## config.mk

```make
export PLATFORM = sky130hd
export DESIGN_NAME = adc_aperture_counter
export DESIGN_NICKNAME = d
export VERILOG_FILES = /design/src/rtl/adc_aperture_counter.sv
export SDC_FILE = /design/constraint.sdc
export NUM_CORES = 1
export LEC_CHECK = 0
export ABC_CLOCK_PERIOD_IN_PS = 8300
export CORE_MARGIN = 4
export CORE_UTILIZATION = 55
export DETAILED_ROUTE_END_ITERATION = 7
export PLACE_DENSITY = 0.8
export RECOVER_POWER = 50
export SLEW_MARGIN = 20
export SYNTH_ARGS = -nofsm -noshare
export SYNTH_HDL_FRONTEND = slang
export SYNTH_SLANG_ARGS = --single-unit
```

## constraint.sdc

```tcl
create_clock -name clk -period 8.3 [get_ports clk]
set_input_delay 1.245 -clock clk [delete_from_list [all_inputs] [get_ports clk]]
set_output_delay 1.245 -clock clk [all_outputs]
set_load 0.02 [all_outputs]
```

## src/rtl/adc_aperture_counter.sv

```systemverilog
// adc_aperture_counter: counts comparator-high clocks over a triggered aperture and publishes a tagged result.
// Define ADC_CMPR_SYNC_EN to pass cmpr_i through a two-flop synchronizer.
module adc_aperture_counter #(
    parameter int CNT_W = 24,
    parameter int SEQ_W = 8
) (
    input  logic             clk,
    input  logic             rst,
    input  logic [CNT_W-1:0] p_clk_count_aperture_i,
    input  logic             adc_measure_trig_i,
    input  logic             cmpr_i,
    input  logic [2:0]       status_i,
    output logic             adc_measure_valid_o,
    output logic [CNT_W-1:0] result_o,
    output logic [2:0]       result_status_o,
    output logic [SEQ_W-1:0] seq_o
);
    typedef enum logic [1:0] {IDLE, RUN, WAIT_LO} state_t;
    state_t state_q, state_d;
    logic valid_q, valid_d;
    logic [CNT_W-1:0] remain_q, remain_d, acc_q, acc_d, result_q, result_d, acc_nxt;
    logic [2:0] stat_q, stat_d, rstat_q, rstat_d;
    logic [SEQ_W-1:0] seq_q, seq_d;
    logic cmpr_s;
`ifdef ADC_CMPR_SYNC_EN
    logic [1:0] sync_q;
    always_ff @(posedge clk or posedge rst)
        if (rst) sync_q <= '0;
        else     sync_q <= {sync_q[0], cmpr_i};
    assign cmpr_s = sync_q[1];
`else
    assign cmpr_s = cmpr_i;
`endif
    assign acc_nxt = acc_q + CNT_W'(cmpr_s);
    always_comb begin
        state_d  = state_q;
        valid_d  = valid_q;
        remain_d = remain_q;
        acc_d    = acc_q;
        stat_d   = stat_q;
        result_d = result_q;
        rstat_d  = rstat_q;
        seq_d    = seq_q;
        case (state_q)
            IDLE: if (adc_measure_trig_i) begin
                remain_d = (p_clk_count_aperture_i == '0) ? CNT_W'(1) : p_clk_count_aperture_i;
                stat_d   = status_i;
                acc_d    = '0;
                valid_d  = 1'b0;
                state_d  = RUN;
            end
            RUN: begin
                acc_d    = acc_nxt;
                remain_d = remain_q - CNT_W'(1);
                if (remain_q == CNT_W'(1)) begin
                    result_d = acc_nxt;
                    rstat_d  = stat_q;
                    seq_d    = seq_q + SEQ_W'(1);
                    valid_d  = !adc_measure_trig_i;
                    state_d  = adc_measure_trig_i ? WAIT_LO : IDLE;
                end
            end
            WAIT_LO: if (!adc_measure_trig_i) begin
                valid_d = 1'b1;
                state_d = IDLE;
            end
            default: state_d = IDLE;
        endcase
    end
    always_ff @(posedge clk or posedge rst)
        if (rst) begin
            state_q  <= IDLE;
            valid_q  <= 1'b1;
            remain_q <= '0;
            acc_q    <= '0;
            stat_q   <= '0;
            result_q <= '0;
            rstat_q  <= '0;
            seq_q    <= '0;
        end else begin
            state_q  <= state_d;
            valid_q  <= valid_d;
            remain_q <= remain_d;
            acc_q    <= acc_d;
            stat_q   <= stat_d;
            result_q <= result_d;
            rstat_q  <= rstat_d;
            seq_q    <= seq_d;
        end
    assign adc_measure_valid_o = valid_q;
    assign result_o            = result_q;
    assign result_status_o     = rstat_q;
    assign seq_o               = seq_q;
endmodule

```

== Word-level counts from Yosys, hierarchy flattened ==
Index checks and enable logic that the tools add are counted.
Cells by class
  bitwise operators: 0
  div/mod/pow operators: 0
  multiply operators: 0
  multiplexer cells: 14
  equality and inequality tests: 6
  reductions and logical operators: 10
  magnitude comparators: 0
  shifts and indexed selects: 0
  add/subtract/negate cells: 3
Operators by type and width (count)
  24-bit case mux with 2 select lines: 2
  24-bit two-way mux: 3
  24-bit by 1-bit adder with 24-bit output: 1
  24-bit by 1-bit == test with 1-bit output, second input constant: 1
  24-bit logical NOT: 1
  24-bit by 1-bit subtractor with 24-bit output, second input constant: 1
  8-bit by 1-bit adder with 8-bit output, second input constant: 1
  2-bit two-way mux: 4
  2-bit != test, second input constant: 3
  2-bit case mux with 3 select lines: 1
  2-bit AND reduction: 3
  4-bit AND reduction: 1
  1-bit two-way mux: 3
  1-bit case mux with 3 select lines: 1
  3-bit AND reduction: 1
  3-bit nonzero test: 1
  2-bit by 1-bit == test with 1-bit output, second input constant: 1
  2-bit == test, second input constant: 1
  2-bit logical NOT: 1
  2-bit nonzero test: 1
  1-bit logical NOT: 1
Storage, ports and cells
  memories kept: 0
  output and inout port bits: 36
  memory bits (read-only): 0
  bits in registers: 89
  memory bits (writable): 0
  word-level logic and storage cells: 41
  input port bits: 31
  bits in latches: 0

== Depth between registers and ports, before layout ==
  depth after elaboration: 4
  gate-level depth with buffers: 9
  mapped depth without buffers: 7

== Worst setup path before layout ==
Ideal clock, no wire load.
  path kind: input -> register
  from: input port cmpr_i
  to: register acc_q[19]
  setup slack: 5.408 ns
  cell stages on the path: 6
  required time: 8.179 ns
  path buffers: 0
  arrival time: 2.771 ns
  library setup time: 0.121 ns
  cell sequence: ha_1 nand4_1 or4_1 nor3_1 o21ai_0 a22o_1
On the way
  cells in the longest elaborated chain, start to end: 2
Ends and longest elaborated chain
  start: declaration: RTL line 11  | input logic cmpr_i,
  24-bit by 1-bit adder with 24-bit output: RTL line 34  | assign acc_nxt = acc_q + CNT_W'(cmpr_s);
  24-bit case mux with 2 select lines: RTL line 44  | case (state_q)
  end signal: assignment: RTL line 75  | acc_q <= '0;
  end signal: assignment: RTL line 84  | acc_q <= acc_d;
  end: declaration: RTL line 21  | logic [CNT_W-1:0] remain_q, remain_d, acc_q, acc_d, result_q, result_d, acc_nxt;
Every way passes these cells.
A chain may end at the register's enable or synchronous reset.

== Worst setup path in the final report ==
  from: register state_q[1]
  to: register acc_q[22]
On the way
  cells in the longest elaborated chain, start to end: 3
  elaborated cells between the ends (all ways): 6
  those cells by class: eq/ne: 2; mux: 1; reduce/logical: 3
Ends and longest elaborated chain
  start: declaration: RTL line 19  | state_t state_q, state_d;
  start signal: assignment: RTL line 81  | state_q <= state_d;
  2-bit by 1-bit == test with 1-bit output / 2-bit logical NOT (equally long branches): RTL line 44
  2-bit nonzero test (no source line) / 2-bit != test (equally long branches)
  2-bit AND reduction (no source line)
Several ways; a longest one is shown, not always the timed one.

==> metrics.md <==
| Metric | Value |
|---|---|
| Die Y | `102 µm` |
| CTS Hold Buffers Added | `0` |
| RSZ-0062 raised after global routing | `no` |
| Row cnt | `34` |
| Worst reg2reg startpoint | `state_q[1]$_DFFE_PP0P_` |
| Total negative slack | `0 ns` |
| Sequential Power Share | `41.6%` |
| Comb pwr share | `36.3%` |
| Share of layout cells above drive strength 1 | `7.40%` |
| Reg2reg setup slack | `3.49 ns` |
| Warnings, synthesis | `0` |
| R2R depth | `10` |
| IO buf count | `66` |
| Max clock buf depth | `2` |
| Ys async rst share | `100%` |
| Design area | `5730 µm²` |
| Post-Synth Adder-Cell Area | `2.05%` |
| Post-CTS Setup Inserts | `0` |
| Leak Pwr | `2.31 nW` |
| Mapped cell area | `4880 µm²` |
| Dpl ws | `4.66 ns` |
| Die W | `102 µm` |
| Internal | `0.887 mW` |
| Clock root buffer | `clkbuf_8` |
| Initial Util | `56.3%` |
| WL final | `11600 µm` |
| Final hold vios | `0` |
| CTS Buf Count | `9` |
| CP most frequent cell | `clkbuf_1` |
| Max_slew headroom | `-33.6%` |
| Status | `finished, violations left` |
| WS Path Type | `reg2reg` |
| Post-CTS sizing | `0` |
| CP required | `8.56 ns` |
| Synth Register Bits | `89` |
| Sw power | `0.583 mW` |
| Initial antenna violation count | `0` |
| Setup violations, final | `0` |
| Antenna diodes | `0` |
| Tmin final | `4.81 ns` |
| H-tree depth | `3` |
| Critical path origin | `state_q[1]$_DFFE_PP0P_` |
| Area grow syn2layout | `17.4%` |
| CP Cell Sequence | `inv_1, ha_1, clkbuf_1, inv_1, clkbuf_1, o21a_1, clkbuf_1, nor2_1, a31oi_1, a31oi_1` |
| Final worst slack | `3.49 ns` |
| Clk_skew | `0.0126 ns` |
| Number of nets in the layout | `615` |
| Worst hold margin | `0.472 ns` |
| Top Ports | `67` |
| Worst Tran Pin Value | `2.00 ns` |
| Setup crit end | `acc_q[22]$_DFFE_PP0P_` |
| Clk slew on worst S/H paths | `0.09 ns` |
| 1st-iter DRT viols | `206` |
| Main combinational cell family by area after synthesis | `simple AND/OR/NAND/NOR gates` |
| XOR/XNOR Fraction of Synth Area | `5.20%` |
| Switching Share | `39.6%` |
| Number of synthesized flops with an enable pin | `0` |
| Violated checks | `max-capacitance violations, max-slew violations` |
| Area of placed instances | `5570 µm²` |
| Routability congestion estimate | `0.867` |
| Vias per cell | `6.09` |
| Syn nets | `563` |
| Finished Layout Cells | `689` |
| First-pass GRT wire length | `19700 µm` |
| Crit-path max FO | `45` |
| Util after Layout | `66.0%` |
| Largest net degree at the start of global routing | `90` |
| Wire per inst | `16.8 µm` |
| Slowest stage delay, CP | `1.43 ns` |
| Pwr Density | `257 nW/µm²` |
| Remaining antenna violation count after routing | `0` |
| Slowest stage cell, crit path | `clkbuf_1` |
| DRT Pass-1 Iters | `4` |
| Tot Pwr | `1.47 mW` |
| DP HPWL | `7880 µm` |
| Crit start category | `register` |
| CTS tree | `done` |
| Max Cap Violations | `1` |
| GRT Total Usage | `23.7%` |
| Placed insts | `673` |
| Drt drc | `0` |
| Worst reg2reg endpoint | `acc_q[22]$_DFFE_PP0P_` |
| Synthesized area per cell | `9.32 µm²` |
| Crit. End Element | `register` |
| VDD IR-drop max | `227 µV` |
| Core area | `8680 µm²` |
| Clock Sinks | `89` |
| Total grt overflow | `0` |
| Yosys cell types | `59` |
| Mux cell area share after synthesis | `2.87%` |
| Synth Area in Compound Gates | `18.5%` |
| Arrival @ worst endpoint | `5.07 ns` |
| Cells after Synth | `524` |
| Peak Freq | `0.208 GHz` |
| Die area | `10500 µm²` |
| Post-synthesis simple-gate area fraction | `21.8%` |
| Vias in the first global route | `4023` |
| Ys flop type | `dfrtp_1` |
| Skew-Pair Late Insertion Delay | `0.36 ns` |
| Tcrit/Tclk final | `58.0%` |
| Vias | `4194` |
| Worst Hold Class | `reg2reg` |
| Clk pwr share | `22.1%` |
| Slew Viols, Final | `46` |
| Register area share after synthesis | `45.6%` |
layout by cell type (no fill, tap or decap), types with 5 or more instances in the layout:
cell,count
o21ai_0,36
mux2i_1,8
xor2_1,13
a31oi_1,11
or4_1,6
o21ai_1,8
nand4_1,10
xnor2_1,16
clkdlybuf4s50_1,64
a22o_1,8
or3_1,5
o22ai_1,15
ha_1,8
nor3_1,15
nor2_1,34
clkbuf_8,9
o31ai_1,9
nor4_1,15
a21oi_2,6
inv_1,9
dfrtp_1,88
a21oi_1,36
clkbuf_1,7
nand2_1,67
and3_1,7
nand3_1,16
Yosys cell counts (3+ instances only):
library cell | n | area share, %
buf_6 | 3 | 0.69
mux2i_1 | 8 | 1.6
or3_1 | 4 | 0.51
clkbuf_1 | 22 | 1.7
xor2_1 | 13 | 2.3
nand4_1 | 10 | 1.3
a21oi_2 | 6 | 1.1
ha_1 | 8 | 2.0
nor2_1 | 34 | 2.6
nor3_1 | 16 | 1.6
inv_1 | 10 | 0.77
a21oi_1 | 36 | 3.7
o22ai_1 | 15 | 1.9
nand2b_1 | 4 | 0.51
nand3_1 | 16 | 1.6
buf_2 | 4 | 0.41
mux2_2 | 4 | 0.92
o21ai_0 | 36 | 3.7
or4_1 | 5 | 0.77
and3_1 | 7 | 0.90
a31oi_1 | 11 | 1.4
nor4_1 | 14 | 1.8
dfrtp_1 | 88 | 45
a31o_2 | 3 | 0.54
a22o_1 | 8 | 1.4
o21ai_1 | 8 | 0.82
xnor2_1 | 16 | 2.9
or3_2 | 3 | 0.46
o31ai_1 | 8 | 1.2
nand2_1 | 67 | 5.1
kinds of logic (layout without fill, tap and decap cells):
logic type,count (synthesis),after routing
compound gates,145,145
xor+xnor,29,29
fa+ha+maj,8,8
buf+inv,41,98
flops,89,89
mux,13,13
simple gates,199,199
worst min path at each step:
stage / startpoint / end / slack (ns) / depth (start not counted)
final: result_o[1]$_DFFE_PP0P_ / result_o[1]$_DFFE_PP0P_ / 0.47 / 2
after floorplan: stat_q[1]$_DFFE_PP0P_ / result_status_o[1]$_DFFE_PP0P_ / 0.44 / 2
after global routing: result_status_o[2]$_DFFE_PP0P_ / result_status_o[2]$_DFFE_PP0P_ / 0.51 / 2
after detailed placement: result_o[1]$_DFFE_PP0P_ / result_o[1]$_DFFE_PP0P_ / 0.46 / 2
after CTS: result_o[1]$_DFFE_PP0P_ / result_o[1]$_DFFE_PP0P_ / 0.48 / 2
after global placement: stat_q[0]$_DFFE_PP0P_ / result_status_o[0]$_DFFE_PP0P_ / 0.45 / 2
worst max-delay path: cells and delay by family (launching register included):
family | cells | cell delay, ns
buf+inv | 5 | 2.58
flops | 1 | 0.40
simple gates | 1 | 0.84
fa+ha+maj | 1 | 0.14
compound gates | 3 | 0.75
power groups by stage:
| stage | logic, mW | clock network, mW | registers, mW |
|---|---|---|---|
| CTS | 0.540 | 0.328 | 0.608 |
| global route | 0.594 | 0.349 | 0.629 |
| detailed placement | 0.536 | 0 | 0.615 |
| finish | 0.533 | 0.325 | 0.612 |
| floorplan | 0.427 | 0 | 0.590 |
| global placement | 0.515 | 0 | 0.610 |
sequential cells by signal (all words and copies together) (netlist names):
signal	count
acc_q	24
adc_measure_valid_o	1
remain_q	24
result_o	24
result_status_o	3
seq_o	8
stat_q	3
state_q	2
layout make-up:
cell class / count / area [µm²]
Inverter: 10 / 38.8
Sequential cell: 89 / 2230
Fill cell: 742 / 2950
Clock inverter: 3 / 68.8
Multi-Input combinational cell: 394 / 2420
Timing Repair Buffer: 72 / 698
Clock buffer: 13 / 139
Tap cell: 108 / 135
metal layers:
layer / vias up / track usage, % / wire length, µm
met4: 0 / 8.17 / 196
met1: 1995 / 32.2 / 5020
li1: 2021 / - / -
met2: 159 / 39.1 / 5630
met5: - / 0 / 0
met3: 19 / 3.28 / 718
(Power assumes the default switching activity.)
